[config.mk]
export PLATFORM = sky130hd
export DESIGN_NAME = mem_arbiter
export DESIGN_NICKNAME = d
export VERILOG_FILES = /design/src/rtl/mem_arbiter_pkg.sv /design/src/rtl/arb_cmd_reg.sv /design/src/rtl/mem_arbiter.sv
export SDC_FILE = /design/constraint.sdc
export NUM_CORES = 1
export LEC_CHECK = 0
export CELL_PAD_IN_SITES_DETAIL_PLACEMENT = 1
export CELL_PAD_IN_SITES_GLOBAL_PLACEMENT = 2
export CORE_MARGIN = 1.5
export CORE_UTILIZATION = 23
export DETAILED_ROUTE_END_ITERATION = 7
export GPL_TIMING_DRIVEN = 1
export MAX_ROUTING_LAYER = met4
export PLACE_DENSITY_LB_ADDON = 0.05
export SYNTH_ARGS = -nofsm -noshare
export SYNTH_HDL_FRONTEND = slang
export SYNTH_HIERARCHICAL = 1
export SYNTH_SLANG_ARGS = --single-unit
[constraint.sdc]
create_clock -name clk -period 2.4 [get_ports clk]
set_clock_uncertainty 0.05 [all_clocks]
set_input_delay 0.24 -clock clk [delete_from_list [all_inputs] [get_ports clk]]
set_output_delay 0.24 -clock clk [all_outputs]
set_load 0.02 [all_outputs]
[src/rtl/mem_arbiter_pkg.sv]
// Shared types for the IF/MEM memory-bus arbiter: FSM state encoding and
// command-field widths.
package mem_arbiter_pkg;

  localparam int WSTRB_W = 4;

  typedef enum logic [2:0] {
    ARB_IDLE   = 3'd0,
    ARB_D_ADDR = 3'd1,
    ARB_D_WAIT = 3'd2,
    ARB_I_ADDR = 3'd3,
    ARB_I_WAIT = 3'd4
  } arb_state_e;

  function automatic logic is_wait(input arb_state_e s);
    return (s == ARB_D_WAIT) || (s == ARB_I_WAIT);
  endfunction

endpackage

[src/rtl/arb_cmd_reg.sv]
// Latched bus command (wr, wstrb, addr, wdata): loaded on grant, frozen until
// the next grant, cleared by synchronous reset.
module arb_cmd_reg
  import mem_arbiter_pkg::*;
#(
  parameter int ADDR_W = 32,
  parameter int DATA_W = 32
) (
  input  logic               clk,
  input  logic               clr_i,
  input  logic               load_i,
  input  logic               wr_i,
  input  logic [WSTRB_W-1:0] wstrb_i,
  input  logic [ADDR_W-1:0]  addr_i,
  input  logic [DATA_W-1:0]  wdata_i,
  output logic               wr_o,
  output logic [WSTRB_W-1:0] wstrb_o,
  output logic [ADDR_W-1:0]  addr_o,
  output logic [DATA_W-1:0]  wdata_o
);

  logic               wr_q;
  logic [WSTRB_W-1:0] wstrb_q;
  logic [ADDR_W-1:0]  addr_q;
  logic [DATA_W-1:0]  wdata_q;

  always_ff @(posedge clk) begin
    if (clr_i) begin
      wr_q    <= 1'b0;
      wstrb_q <= '0;
      addr_q  <= '0;
      wdata_q <= '0;
    end else if (load_i) begin
      wr_q    <= wr_i;
      wstrb_q <= wstrb_i;
      addr_q  <= addr_i;
      wdata_q <= wdata_i;
    end else begin
      wr_q    <= wr_q;
      wstrb_q <= wstrb_q;
      addr_q  <= addr_q;
      wdata_q <= wdata_q;
    end
  end

  assign wr_o    = wr_q;
  assign wstrb_o = wstrb_q;
  assign addr_o  = addr_q;
  assign wdata_o = wdata_q;

endmodule

[src/rtl/mem_arbiter.sv]
// Fixed-priority arbiter sharing one split-handshake memory bus between the
// MEM-stage load/store port (high priority) and the IF-stage fetch port.
module mem_arbiter
  import mem_arbiter_pkg::*;
#(
  parameter int ADDR_W = 32,
  parameter int DATA_W = 32
) (
  input  logic               clk,
  input  logic               rst,
  input  logic               inst_req,
  input  logic [ADDR_W-1:0]  inst_addr,
  output logic [DATA_W-1:0]  inst_rdata,
  output logic               inst_done,
  output logic               inst_stall,
  input  logic               data_req,
  input  logic               data_wr,
  input  logic [WSTRB_W-1:0] data_wstrb,
  input  logic [ADDR_W-1:0]  data_addr,
  input  logic [DATA_W-1:0]  data_wdata,
  output logic [DATA_W-1:0]  data_rdata,
  output logic               data_done,
  output logic               data_stall,
  output logic               mem_req,
  output logic               mem_wr,
  output logic [WSTRB_W-1:0] mem_wstrb,
  output logic [ADDR_W-1:0]  mem_addr,
  output logic [DATA_W-1:0]  mem_wdata,
  input  logic               mem_addr_ok,
  input  logic               mem_data_ok,
  input  logic [DATA_W-1:0]  mem_rdata
);

  arb_state_e         state_q, state_d;
  logic               drain_q, drain_d;
  logic               mem_req_q, mem_req_d;
  logic               inst_done_q, inst_done_d;
  logic               data_done_q, data_done_d;
  logic [DATA_W-1:0]  inst_rdata_q, inst_rdata_d;
  logic [DATA_W-1:0]  data_rdata_q, data_rdata_d;
  logic               grant_data, grant_inst;
  logic               sel_wr;
  logic [WSTRB_W-1:0] sel_wstrb;
  logic [ADDR_W-1:0]  sel_addr;
  logic [DATA_W-1:0]  sel_wdata;
  logic               done_bubble;

  // A port whose done is pulsing is satisfied; nothing is granted that cycle.
  assign done_bubble = inst_done_q | data_done_q;

  always_comb begin
    state_d      = state_q;
    drain_d      = drain_q;
    grant_data   = 1'b0;
    grant_inst   = 1'b0;
    inst_done_d  = 1'b0;
    data_done_d  = 1'b0;
    inst_rdata_d = inst_rdata_q;
    data_rdata_d = data_rdata_q;
    case (state_q)
      ARB_IDLE: begin
        if (drain_q) begin
          drain_d = ~mem_data_ok;
        end else if (done_bubble) begin
          state_d = ARB_IDLE;
        end else if (data_req) begin
          grant_data = 1'b1;
          state_d    = ARB_D_ADDR;
        end else if (inst_req) begin
          grant_inst = 1'b1;
          state_d    = ARB_I_ADDR;
        end else begin
          state_d = ARB_IDLE;
        end
      end
      ARB_D_ADDR: begin
        if (mem_addr_ok) state_d = ARB_D_WAIT;
        else             state_d = ARB_D_ADDR;
      end
      ARB_I_ADDR: begin
        if (mem_addr_ok) state_d = ARB_I_WAIT;
        else             state_d = ARB_I_ADDR;
      end
      ARB_D_WAIT: begin
        if (mem_data_ok) begin
          data_done_d  = 1'b1;
          data_rdata_d = mem_rdata;
          state_d      = ARB_IDLE;
        end else begin
          state_d = ARB_D_WAIT;
        end
      end
      ARB_I_WAIT: begin
        if (mem_data_ok) begin
          inst_done_d  = 1'b1;
          inst_rdata_d = mem_rdata;
          state_d      = ARB_IDLE;
        end else begin
          state_d = ARB_I_WAIT;
        end
      end
      default: state_d = ARB_IDLE;
    endcase
    mem_req_d = (state_d == ARB_D_ADDR) || (state_d == ARB_I_ADDR);
  end

  // Reset mid-WAIT leaves a data_ok in flight on the bus; drain swallows it.
  always_ff @(posedge clk) begin
    if (rst) begin
      state_q      <= ARB_IDLE;
      drain_q      <= is_wait(state_q) | (drain_q & ~mem_data_ok);
      mem_req_q    <= 1'b0;
      inst_done_q  <= 1'b0;
      data_done_q  <= 1'b0;
      inst_rdata_q <= '0;
      data_rdata_q <= '0;
    end else begin
      state_q      <= state_d;
      drain_q      <= drain_d;
      mem_req_q    <= mem_req_d;
      inst_done_q  <= inst_done_d;
      data_done_q  <= data_done_d;
      inst_rdata_q <= inst_rdata_d;
      data_rdata_q <= data_rdata_d;
    end
  end

  // Grant-select mux: fetches are always reads with no byte enables.
  always_comb begin
    if (grant_data) begin
      sel_wr    = data_wr;
      sel_wstrb = data_wstrb;
      sel_addr  = data_addr;
      sel_wdata = data_wdata;
    end else begin
      sel_wr    = 1'b0;
      sel_wstrb = '0;
      sel_addr  = inst_addr;
      sel_wdata = '0;
    end
  end

  arb_cmd_reg #(
    .ADDR_W(ADDR_W),
    .DATA_W(DATA_W)
  ) u_cmd (
    .clk    (clk),
    .clr_i  (rst),
    .load_i (grant_data | grant_inst),
    .wr_i   (sel_wr),
    .wstrb_i(sel_wstrb),
    .addr_i (sel_addr),
    .wdata_i(sel_wdata),
    .wr_o   (mem_wr),
    .wstrb_o(mem_wstrb),
    .addr_o (mem_addr),
    .wdata_o(mem_wdata)
  );

  assign mem_req    = mem_req_q;
  assign inst_done  = inst_done_q;
  assign data_done  = data_done_q;
  assign inst_rdata = inst_rdata_q;
  assign data_rdata = data_rdata_q;
  assign inst_stall = inst_req & ~inst_done_q;
  assign data_stall = data_req & ~data_done_q;

endmodule

==> reports/qor.yml <==
htree_levels: 4
clk_pin_slew_ns: 0.07
synth_cell_type_count: 36
overflow: 0
synth-async-reset-ratio_pct: 0
wire_per_inst_microns: 16.68
drive_above_1_share_pct: 11.72
track_usage_pct: 15.83
setup_ws_ns: 0.3973
worst-endpoint-arrival_ns: 2.23
synth_fa_ha_area_share_pct: 0
postRouteAntennaNets: 0
die-area_sq_um: 26440
cts_tree: "yes"
yosys_warnings: 6
clk_path_buf_depth: 2
grt_pass1_vias: 5649
syn_area_per_cell_sq_um: 9.451
tns_ns: 0
wl_microns: 20470
finalHoldViolations: 0
cp.required_ns: 2.63
synth-compound-area-share_pct: 6.534
end_kind: "flip-flop"
finalPower_mw: 8.830
core-area_sq_um: 25110
setup_viol: 0
rsz0062_at_grt: "no"
p_per_area_nw_per_um2: 923.0
synth_top_cell_by_area: "dfxtp_1"
area_growth_pct: 63.27
ctsResizeCount: 0
antenna_found_initial: 1
worst_slew_pin_slew_ns: 0.6373
synth_edf_count: 1
start_util_pct: 23.34
crit_family: "compound AO/OA/AOI/OAI gates"
critPathKind: "flip-flop to flip-flop"
muxShareOfSynthArea_pct: 20.03
ios: 277
numCtsBuffers: 17
fin_util_pct: 38.10
postCtsSetupRepairBufs: 0
final_common_cell: "clkdlybuf4s50_1"
syn_nets: 759
ys_seq_area_share_pct: 48.00
netlist.area_leader.share_pct: 47.49
leakage_nw: 3.623
cp-start-kind: "flip-flop"
cp_num_buf_inv: 1
synth_area_leaders: "dfxtp_1 (47%), mux2i_1 (12%), nand2_1 (8.2%), mux2_4 (7.7%), a21oi_1 (5.6%)"
max-cap-violations: 0
io_buffers: 276
grt_max_degree: 67
ys_ff_latch: 140
fmax_mhz: 499.3
period_share_pct: 83.44
synthCells: 620
dr.pass1.iters: 4
die_h_microns: 162.6
mostFrequentLayoutCells: "clkdlybuf4s50_1 (275), dfxtp_1 (139), nand2_1 (128)"
fp-row-count: 58
slew_viol_final: 0
critPathMaxStageDelay_ns: 0.50
grt_pass1_wl_microns: 31150
fin_cells: 1227
cp_max_fo: 20
die_w_microns: 162.6
post-place-ws_ns: 0.2656
gp_congestion: 0.7303
dr_total_vias: 5248
period_minus_slack_ns: 2.003
syn-cell-area_sq_um: 5859
fill_cells: 2853
dp.cells: 1194
synthXorXnorAreaFrac_pct: 0.1495
routed_via_density: 4.277
place_hpwl_microns: 14840
worstPathCellList: "nor3_2 -> o211a_4 -> buf_4 -> mux2i_1 -> nor2_1"
clock-sinks: 140
status: "complete, no violations"
hold_class: "input port to flip-flop"
vdd_drop_max_v: 0.0004276
relSlewSlack_pct: 57.51
yosys.area_share.simple_pct: 19.75
synth_top_family_by_area: "multiplexers"
crit_slowest_cell: "o211a_4"
root_buffer: "clkbuf_16"
synthFlopType: "dfxtp_1"
clk_latency_ns: 0.41
drtIter0Drc: 138
hold_buffers: 0
post-route-drc-count: 0
fin_nets: 1022
[cell families after synthesis]
| family | after synthesis |
|---|---|
| mux | 102 |
| compound gates | 72 |
| xor+xnor | 1 |
| buf+inv | 52 |
| simple gates | 253 |
| flops | 140 |
[layer usage]
layer | routed length, microns | GRT usage, % | share of wire [%]
met3 | 1413 | 5.017 | 6.9
met4 | 146 | 4.128 | 0.71
met2 | 10480 | 27.64 | 51
met1 | 8432 | 17.34 | 41
met5 | 0 | - | 0
[power by group]
part / switching [mW] / internal, mW
clock network: 1.12 / 1.51
logic: 1.60 / 1.78
registers: 0.175 / 2.65
[synth_stat cells, types with 3 or more instances]
| cell type | number |
|---|---|
| buf_4 | 7 |
| mux2_4 | 30 |
| nor2_1 | 71 |
| o211a_1 | 3 |
| and2_1 | 23 |
| nand2_1 | 128 |
| dfxtp_1 | 139 |
| buf_2 | 13 |
| clkbuf_1 | 19 |
| a21oi_1 | 66 |
| mux2i_1 | 70 |
| and2_2 | 14 |
| buf_6 | 8 |
[worst reg2reg max path: stages, from the launching register on]
cell and delay (ns):
edfxtp_1 0.40, nor3_2 0.40, o211a_4 0.51, buf_4 0.27
mux2i_1 0.19, nor2_1 0.06
[metrics by stage]
step / hold WS (ns) / cell area (sq um)
3_3_place_gp: 0.3924 / 8979
4_1_cts: 0.2727 / 9564
6_report: 0.2750 / 9567
5_1_grt: 0.2980 / 9567
2_1_floorplan: 0.3260 / 5859
3_5_place_dp: 0.4002 / 8979
[cell type report]
class | instances | area [sq um] | area share, %
antenna | 1 | 2.502 | 0.02616
sequential | 140 | 2813 | 29.40
timing repair buffer | 294 | 2995 | 31.31
inverter | 2 | 7.507 | 0.07847
clock buffer | 19 | 454.2 | 4.748
clock inverter | 13 | 131.4 | 1.373
multi-input combinational | 428 | 2750 | 28.75
tap | 330 | 412.9 | 4.316
[path summary, 6_finish.rpt]
| kind | start | to | slack [ns] | depth (start not counted) |
|---|---|---|---|---|
| hold reg to reg | data_rdata[19] | data_rdata[19] | 0.41 | 2 |
| setup reg to reg | drain_q | u_cmd/addr_o[9] | 0.40 | 5 |
| setup / recovery | drain_q | u_cmd/addr_o[9] | 0.40 | 5 |
| hold / removal | rst | u_cmd/wdata_o[23] | 0.27 | 2 |
[flip-flops by register name (all words and copies together), names as in the netlist]
name / count
data_rdata: 32
inst_rdata: 32
u_cmd/addr_o: 32
u_cmd/wdata_o: 32
u_cmd/wstrb_o: 4
state_q: 3
data_done: 1
drain_q: 1
inst_done: 1
mem_req: 1
u_cmd/wr_o: 1
(Power assumes the default switching activity.)
